## config.mk

```make
export PLATFORM = sky130hd
export DESIGN_NAME = pool_window_feeder_flat
export DESIGN_NICKNAME = d
export VERILOG_FILES = /design/src/rtl/pool_window_feeder_pkg.sv /design/src/rtl/pool_window_feeder_if.sv /design/src/rtl/pool_window_feeder_win_reg.sv /design/src/rtl/pool_window_feeder.sv /design/src/flat_wrapper.sv
export SDC_FILE = /design/constraint.sdc
export NUM_CORES = 1
export LEC_CHECK = 0
export CORE_MARGIN = 4
export CORE_UTILIZATION = 25
export DETAILED_ROUTE_END_ITERATION = 8
export PLACE_DENSITY_LB_ADDON = 0.15
export SLEW_MARGIN = 25
export SYNTH_ARGS = -nofsm -noshare
export SYNTH_HDL_FRONTEND = slang
export SYNTH_HIERARCHICAL = 1
export SYNTH_SLANG_ARGS = --single-unit
```

## constraint.sdc

```tcl
create_clock -name clk -period 4.4 [get_ports clk]
set_input_delay 0.66 -clock clk [delete_from_list [all_inputs] [get_ports clk]]
set_output_delay 0.66 -clock clk [all_outputs]
set_load 0.1 [all_outputs]
```

## src/rtl/pool_window_feeder_pkg.sv

```systemverilog
// Shared pooling constants, state encoding and window record for the ECG max-pool front end.
// PAD_VAL doubles as the max-pool clamp floor so padded positions never win a pool.
package pool_pkg;

   localparam int DATA_W = 16;
   localparam int FRAC_W = 6;
   localparam int POOL_W = 3;

   localparam logic signed [DATA_W-1:0] PAD_VAL = -16'sd640;

   typedef enum logic [0:0] {
      FILL   = 1'b0,
      STEADY = 1'b1
   } pool_state_e;

   typedef struct packed {
      logic signed [DATA_W-1:0] s0;
      logic signed [DATA_W-1:0] s1;
      logic signed [DATA_W-1:0] s2;
      logic                     last;
   } pool_win_t;

endpackage

```

## src/rtl/pool_window_feeder_if.sv

```systemverilog
// Sample-in / window-out handshake bundle; slave is the feeder's view, master drives samples and consumes windows.
interface pool_window_feeder_if #(
   parameter int W = pool_pkg::DATA_W
);

   logic signed [W-1:0] in_data;
   logic                in_valid;
   logic                in_last;
   logic                in_ready;
   logic signed [W-1:0] win_s0;
   logic signed [W-1:0] win_s1;
   logic signed [W-1:0] win_s2;
   logic                win_valid;
   logic                win_last;
   logic                win_ready;
   logic                frame_done;

   modport slave (
      input  in_data, in_valid, in_last, win_ready,
      output in_ready, win_s0, win_s1, win_s2, win_valid, win_last, frame_done
   );

   modport master (
      output in_data, in_valid, in_last, win_ready,
      input  in_ready, win_s0, win_s1, win_s2, win_valid, win_last, frame_done
   );

endinterface

```

## src/rtl/pool_window_feeder_win_reg.sv

```systemverilog
// Output window register: loads on load_i, holds contents stable until consumed via ready_i.
// Data are never cleared on drain, only the valid flag drops.
module pool_win_reg
   import pool_pkg::*;
(
   input  logic      clk,
   input  logic      rst,
   input  logic      load_i,
   input  pool_win_t win_i,
   input  logic      ready_i,
   output logic      valid_o,
   output pool_win_t win_o
);

   logic      valid_q, valid_d;
   pool_win_t win_q, win_d;

   always_comb begin
      valid_d = valid_q;
      win_d   = win_q;
      if (load_i) begin
         valid_d = 1'b1;
         win_d   = win_i;
      end else if (valid_q && ready_i) begin
         valid_d = 1'b0;
      end
   end

   always_ff @(posedge clk or posedge rst) begin
      if (rst) begin
         valid_q <= 1'b0;
         win_q   <= '0;
      end else begin
         valid_q <= valid_d;
         win_q   <= win_d;
      end
   end

   assign valid_o = valid_q;
   assign win_o   = win_q;

endmodule

```

## src/rtl/pool_window_feeder.sv

```systemverilog
// 3-sample window generator at STRIDE (1..3) feeding the max-pool; window valid one cycle after completing sample.
// Define POOL_FEED_PAD_EN to emit PAD_VAL-padded tail windows; otherwise partial tails are dropped.
module pool_window_feeder
   import pool_pkg::*;
#(
   parameter int STRIDE = 2
)
(
   input  logic                clk,
   input  logic                rst,
   pool_window_feeder_if.slave bus
);

   localparam logic [0:0] ST_FILL     = FILL;
   localparam logic [0:0] ST_STEADY   = STEADY;
   localparam logic [1:0] NEED_FILL   = 2'd3;
   localparam logic [1:0] NEED_STRIDE = 2'(STRIDE);

   generate
      if (STRIDE < 1 || STRIDE > 3) begin : g_bad_stride
         $error("pool_window_feeder: STRIDE must be in 1..3");
      end
   endgenerate

   logic [POOL_W-1:0][DATA_W-1:0] sh_q, sh_d;
   logic [1:0]                    need_q, need_d;
   logic [0:0]                    state_q, state_d;
   logic                          fd_q, fd_d;
   logic                          accept;
   logic                          load;
   logic                          win_vld;
   pool_win_t                     win_n;
   pool_win_t                     win_cur;

   assign bus.in_ready = ~win_vld | bus.win_ready;
   assign accept       = bus.in_valid & bus.in_ready;

   always_comb begin
      sh_d    = sh_q;
      need_d  = need_q;
      state_d = state_q;
      fd_d    = accept & bus.in_last;
      load    = 1'b0;
      win_n   = '0;
      if (accept) begin
         // With STRIDE=3 need also reloads to 3 in STEADY, so only the state tells a fresh frame apart.
         if (state_q == ST_FILL && need_q == NEED_FILL) begin
            sh_d = {bus.in_data, {DATA_W{1'b0}}, {DATA_W{1'b0}}};
         end else begin
            sh_d = {bus.in_data, sh_q[2], sh_q[1]};
         end
         need_d = need_q - 2'd1;
         if (need_q == 2'd1) begin
            load       = 1'b1;
            win_n.s0   = sh_q[1];
            win_n.s1   = sh_q[2];
            win_n.s2   = bus.in_data;
            win_n.last = bus.in_last;
            need_d     = NEED_STRIDE;
            state_d    = ST_STEADY;
         end
`ifdef POOL_FEED_PAD_EN
         else if (bus.in_last) begin
            load       = 1'b1;
            win_n.last = 1'b1;
            if (need_q == 2'd2) begin
               win_n.s0 = sh_q[2];
               win_n.s1 = bus.in_data;
               win_n.s2 = PAD_VAL;
            end else begin
               win_n.s0 = bus.in_data;
               win_n.s1 = PAD_VAL;
               win_n.s2 = PAD_VAL;
            end
         end
`endif
         if (bus.in_last) begin
            sh_d    = '0;
            need_d  = NEED_FILL;
            state_d = ST_FILL;
         end
      end
   end

   always_ff @(posedge clk or posedge rst) begin
      if (rst) begin
         sh_q    <= '0;
         need_q  <= NEED_FILL;
         state_q <= ST_FILL;
         fd_q    <= 1'b0;
      end else begin
         sh_q    <= sh_d;
         need_q  <= need_d;
         state_q <= state_d;
         fd_q    <= fd_d;
      end
   end

   pool_win_reg u_win_reg (
      .clk     (clk),
      .rst     (rst),
      .load_i  (load),
      .win_i   (win_n),
      .ready_i (bus.win_ready),
      .valid_o (win_vld),
      .win_o   (win_cur)
   );

   assign bus.win_s0     = win_cur.s0;
   assign bus.win_s1     = win_cur.s1;
   assign bus.win_s2     = win_cur.s2;
   assign bus.win_last   = win_cur.last;
   assign bus.win_valid  = win_vld;
   assign bus.frame_done = fd_q;

endmodule

```

## src/flat_wrapper.sv

```systemverilog
// flat-port wrapper written by rule: the top's interface ports become plain ports
module pool_window_feeder_flat import pool_pkg::*;
#(
   parameter int STRIDE = 2
)
  (clk, rst, bus_in_data, bus_in_valid, bus_in_last, bus_win_ready, bus_in_ready, bus_win_s0, bus_win_s1, bus_win_s2, bus_win_valid, bus_win_last, bus_frame_done);
  pool_window_feeder_if bus_i ();
  input  logic clk;
  input  logic rst;
  input wire logic [$bits(bus_i.in_data)-1:0] bus_in_data;
  input wire logic [$bits(bus_i.in_valid)-1:0] bus_in_valid;
  input wire logic [$bits(bus_i.in_last)-1:0] bus_in_last;
  input wire logic [$bits(bus_i.win_ready)-1:0] bus_win_ready;
  output wire logic [$bits(bus_i.in_ready)-1:0] bus_in_ready;
  output wire logic [$bits(bus_i.win_s0)-1:0] bus_win_s0;
  output wire logic [$bits(bus_i.win_s1)-1:0] bus_win_s1;
  output wire logic [$bits(bus_i.win_s2)-1:0] bus_win_s2;
  output wire logic [$bits(bus_i.win_valid)-1:0] bus_win_valid;
  output wire logic [$bits(bus_i.win_last)-1:0] bus_win_last;
  output wire logic [$bits(bus_i.frame_done)-1:0] bus_frame_done;
  assign bus_i.in_data = bus_in_data;
  assign bus_i.in_valid = bus_in_valid;
  assign bus_i.in_last = bus_in_last;
  assign bus_i.win_ready = bus_win_ready;
  assign bus_in_ready = bus_i.in_ready;
  assign bus_win_s0 = bus_i.win_s0;
  assign bus_win_s1 = bus_i.win_s1;
  assign bus_win_s2 = bus_i.win_s2;
  assign bus_win_valid = bus_i.win_valid;
  assign bus_win_last = bus_i.win_last;
  assign bus_frame_done = bus_i.frame_done;
  pool_window_feeder #(.STRIDE(STRIDE)) u_core (.clk(clk), .rst(rst), .bus(bus_i));
endmodule
```

==> summary.md <==
| Metric | Value |
|---|---|
| Status | `finished, final reports clean` |
| Pwr Density | `a little under 500 nW/µm²` |
| Routed wire length per instance | `around 16 µm` |
| Post-route antenna net violation count | `0` |
| Period utilization | `0.633` |
| Gpl congestion | `slightly above 0.7` |
| Psw | `0.920 mW` |
| Total congestion overflow | `0` |
| Final Hold Viols | `0` |
| Required time of the critical path | `approximately 3700 ps` |
| Vias in the first global route | `~2700` |
| Post-place instance area | `~4800 µm²` |
| Clock slew seen by the registers of the worst setup and hold paths | `60 ps` |
| Cell count after synthesis | `308` |
| Synth Area in Adders | `0` |
| Fillers | `about 1600` |
| Worst Path Max Fanout | `20` |
| Layout cells sized above 1 | `0.212` |
| Synth Register Bits | `86` |
| Total CTS buffers | `9` |
| Time the worst path needs with I/O delays and setup | `approximately 2800 ps` |
| CTS resizes | `0` |
| Fmax | `between 300 and 400 MHz` |
| Max stage delay on crit path | `about 470 ps` |
| Cell leakage power | `roughly 2.2 nW` |
| Crit end category | `primary output` |
| Mux cell area share after synthesis | `0.184` |
| Yosys warnings | `6` |
| Area Overhead vs Synth | `27.8%` |
| Maximum clock path buffer count | `2` |
| CTS tree | `done` |
| Via density | `around 4.2` |
| First-pass GRT wire length | `~15000 µm` |
| Worst hold path type | `flip-flop to flip-flop` |
| CORE AREA | `about 15000 µm²` |
| Mean post-synth cell area | `13.0 µm²` |
| Seq/Total Area, Yosys | `0.538` |
| Worst reg2reg startpoint | `u_core/u_win_reg/valid_o$_DFFE_PP0P_` |
| Fin nets | `between 300 and 400` |
| RSZ-0062 raised after global routing | `false` |
| Post-layout instance area | `a little over 5000 µm²` |
| Initial drt markers | `approximately 110` |
| Initial antenna violation count | `0` |
| DRT met1 WL | `around 4500 µm` |
| Number of port buffers | `between 70 and 80` |
| CP Cell Sequence | `clkdlybuf4s50_1 > nor2b_4 > inv_2 > buf_4` |
| Slew margin rel. | `0.335` |
| Post-CTS Setup Bufs | `0` |
| Hold depth | `1` |
| Post-synthesis compound-gate area fraction | `0.0878` |
| MaxCap Viol Count | `0` |
| Clock power share | `0.317` |
| Crit Path Class | `input port to primary output` |
| # diodes | `0` |
| Commonest non-fill, non-tap cell in the layout | `dfrtp_1` |
| HPWL Detailed | `6520 µm` |
| Reg power frac | `0.379` |
| Starting density of the core | `0.259` |
| Gr usage total | `0.106` |
| Area of the multi-input gates | `between 1500 and 2000 µm²` |
| Slew Viols, Final | `0` |
| Worst min-delay path startpoint | `u_core/sh_q[16]$_DFFE_PP0P_` |
| Met3 Wirelength | `roughly 400 µm` |
| Highest-delay cell along the critical path | `clkdlybuf4s50_1` |
| R2R Setup Slk | `2220 ps` |
| Main combinational cell family by area after synthesis | `multiplexers` |
| Crit path from | `bus_win_ready` |
| Number of iterations in the first detailed-routing pass | `5` |
| Worst skew pair latency | `roughly 330 ps` |
| Min-Delay Endpoint | `u_core/sh_q[16]$_DFFE_PP0P_` |
| Comb pwr share | `0.304` |
| Final setup violation count | `0` |
| R2R depth | `5` |
| Die Span X | `between 100 and 150 µm` |
| Worst-Margin Slew | `995 ps` |
| Num ports | `73` |
| Crit path launch type | `input port` |
| Syn_nets | `between 300 and 400` |
| Via count | `2502` |
| Clock skew | `between 5 and 6 ps` |
| Simple-gate share of the synthesized area | `0.126` |
| CTS sink count | `86` |
| Crit path DAT | `around 2100 ps` |
| Most frequent cells in the layout | `dfrtp_1, clkdlybuf4s50_1, mux2_4, and2_1, o21ai_0` |
| R2r endpoint | `u_core/sh_q[35]$_DFFE_PP0P_` |
| Setup TNS | `0 ps` |
| Met2 routed WL | `approximately 4200 µm` |
| Sw Ratio | `0.364` |
| Final WL | `a little over 9000 µm` |
| Std-Cell Rows | `45` |
| H-tree Lvls | `3` |
| Die H | `roughly 130 µm` |
| P_int | `1.61 mW` |
| Reg area | `between 2000 and 2500 µm²` |
| Post-synthesis xor/xnor area fraction | `0` |
| Die ar. | `around 18000 µm²` |
| Synthesized area | `between 4000 and 5000 µm²` |
| Largest net degree at the start of global routing | `67` |
| Root Buffer | `clkbuf_16` |
| VDD IR max | `approximately 0.25 mV` |
| Synth cell types | `28` |
| Hold Buf Count CTS | `0` |
| Residual DRC | `0` |
| Top Layer Used | `met4` |
[how the worst max path moves through the flow]
| stage | to | slack, ps | cells past startpoint |
|---|---|---|---|
| after global placement | u_core/sh_q[36]$_DFFE_PP0P_ | 1510 | 6 |
| after floorplan | u_core/u_win_reg/win_o[0]$_DFFE_PP0P_ | 2100 | 7 |
| final | bus_in_ready | 1620 | 4 |
| after detailed placement | u_core/sh_q[47]$_DFFE_PP0P_ | 1450 | 6 |
| after CTS | bus_in_ready | 1620 | 4 |
| after global routing | bus_in_ready | 1510 | 4 |
[synth_stat cells]
library cell,number,area [µm²]
mux2_4,49,736
clkbuf_1,3,11.3
buf_12,5,100
inv_1,4,15.0
nor3_1,1,5.00
buf_6,7,78.8
a31oi_1,1,6.26
a21o_1,1,7.51
nand2_1,18,67.6
buf_2,7,35.0
dfstp_2,2,52.6
o21ai_0,33,165
o2bb2ai_1,16,140
o21ai_1,1,5.00
dfrtp_1,84,2100
nor3_4,1,16.3
nor2_1,2,7.51
nor2b_1,1,6.26
a21oi_1,1,5.00
nor2b_4,1,13.8
inv_4,1,6.26
inv_2,1,3.75
nand2b_1,1,6.26
buf_4,1,7.51
nand3_1,16,80.1
a2bb2oi_2,1,15.0
o31ai_1,1,7.51
and2_1,48,300
[routing by layer]
layer / up-vias / global-route usage
met5: - / 0
met4: 0 / 0.0322
met3: 9 / 0.0276
met2: 55 / 0.162
met1: 1246 / 0.148
li1: 1192 / -
[critical path, delay by kind of cell]
family | cells | cell delay, ps
simple gates | 1 | 420
buf+inv | 3 | 1020
[power groups by stage]
| stage | combinational, mW | clock [mW] | sequential (mW) |
|---|---|---|---|
| finish | 0.768 | 0.803 | 0.957 |
| global route | 0.808 | 0.862 | 0.970 |
| CTS | 0.777 | 0.824 | 0.961 |
| detailed placement | 0.778 | 0 | 0.971 |
| global placement | 0.769 | 0 | 0.974 |
| floorplan | 0.282 | 0 | 1.30 |
[state kept, by name, indices dropped and copies added (netlist names)]
name and flops:
u_core/bus.frame_done 1, u_core/state_q 1, u_core/need_q 2, u_core/u_win_reg/valid_o 1, u_core/u_win_reg/win_o 49, u_core/sh_q 32
[stage by stage]
stage               total power, mW  utilization  hold slack (ps)  setup slack [ps]  std cells
global route                   2.64        0.332              504              1510        589
CTS                            2.56        0.332              490              1620        589
detailed placement             1.75        0.311              470              1450        574
global placement               1.74        0.311              475              1510        574
finish                         2.53        0.332              482              1620        589
floorplan                      1.59            -              448              2100        308
[cell type report]
class / instances / share of cell area
clock inverters: 6 / 0.0171
inverters: 6 / 0.00538
multi-input cells: 193 / 0.312
well taps: 211 / 0.0516
repair buffers: 78 / 0.149
clock buffers: 9 / 0.0440
flip-flops and latches: 86 / 0.421
[cells by family after synthesis]
logic type | Yosys count
compound gates | 55
buf+inv | 29
simple gates | 89
mux | 49
flops | 86
No activity file was read; power rests on OpenSTA's default activity.
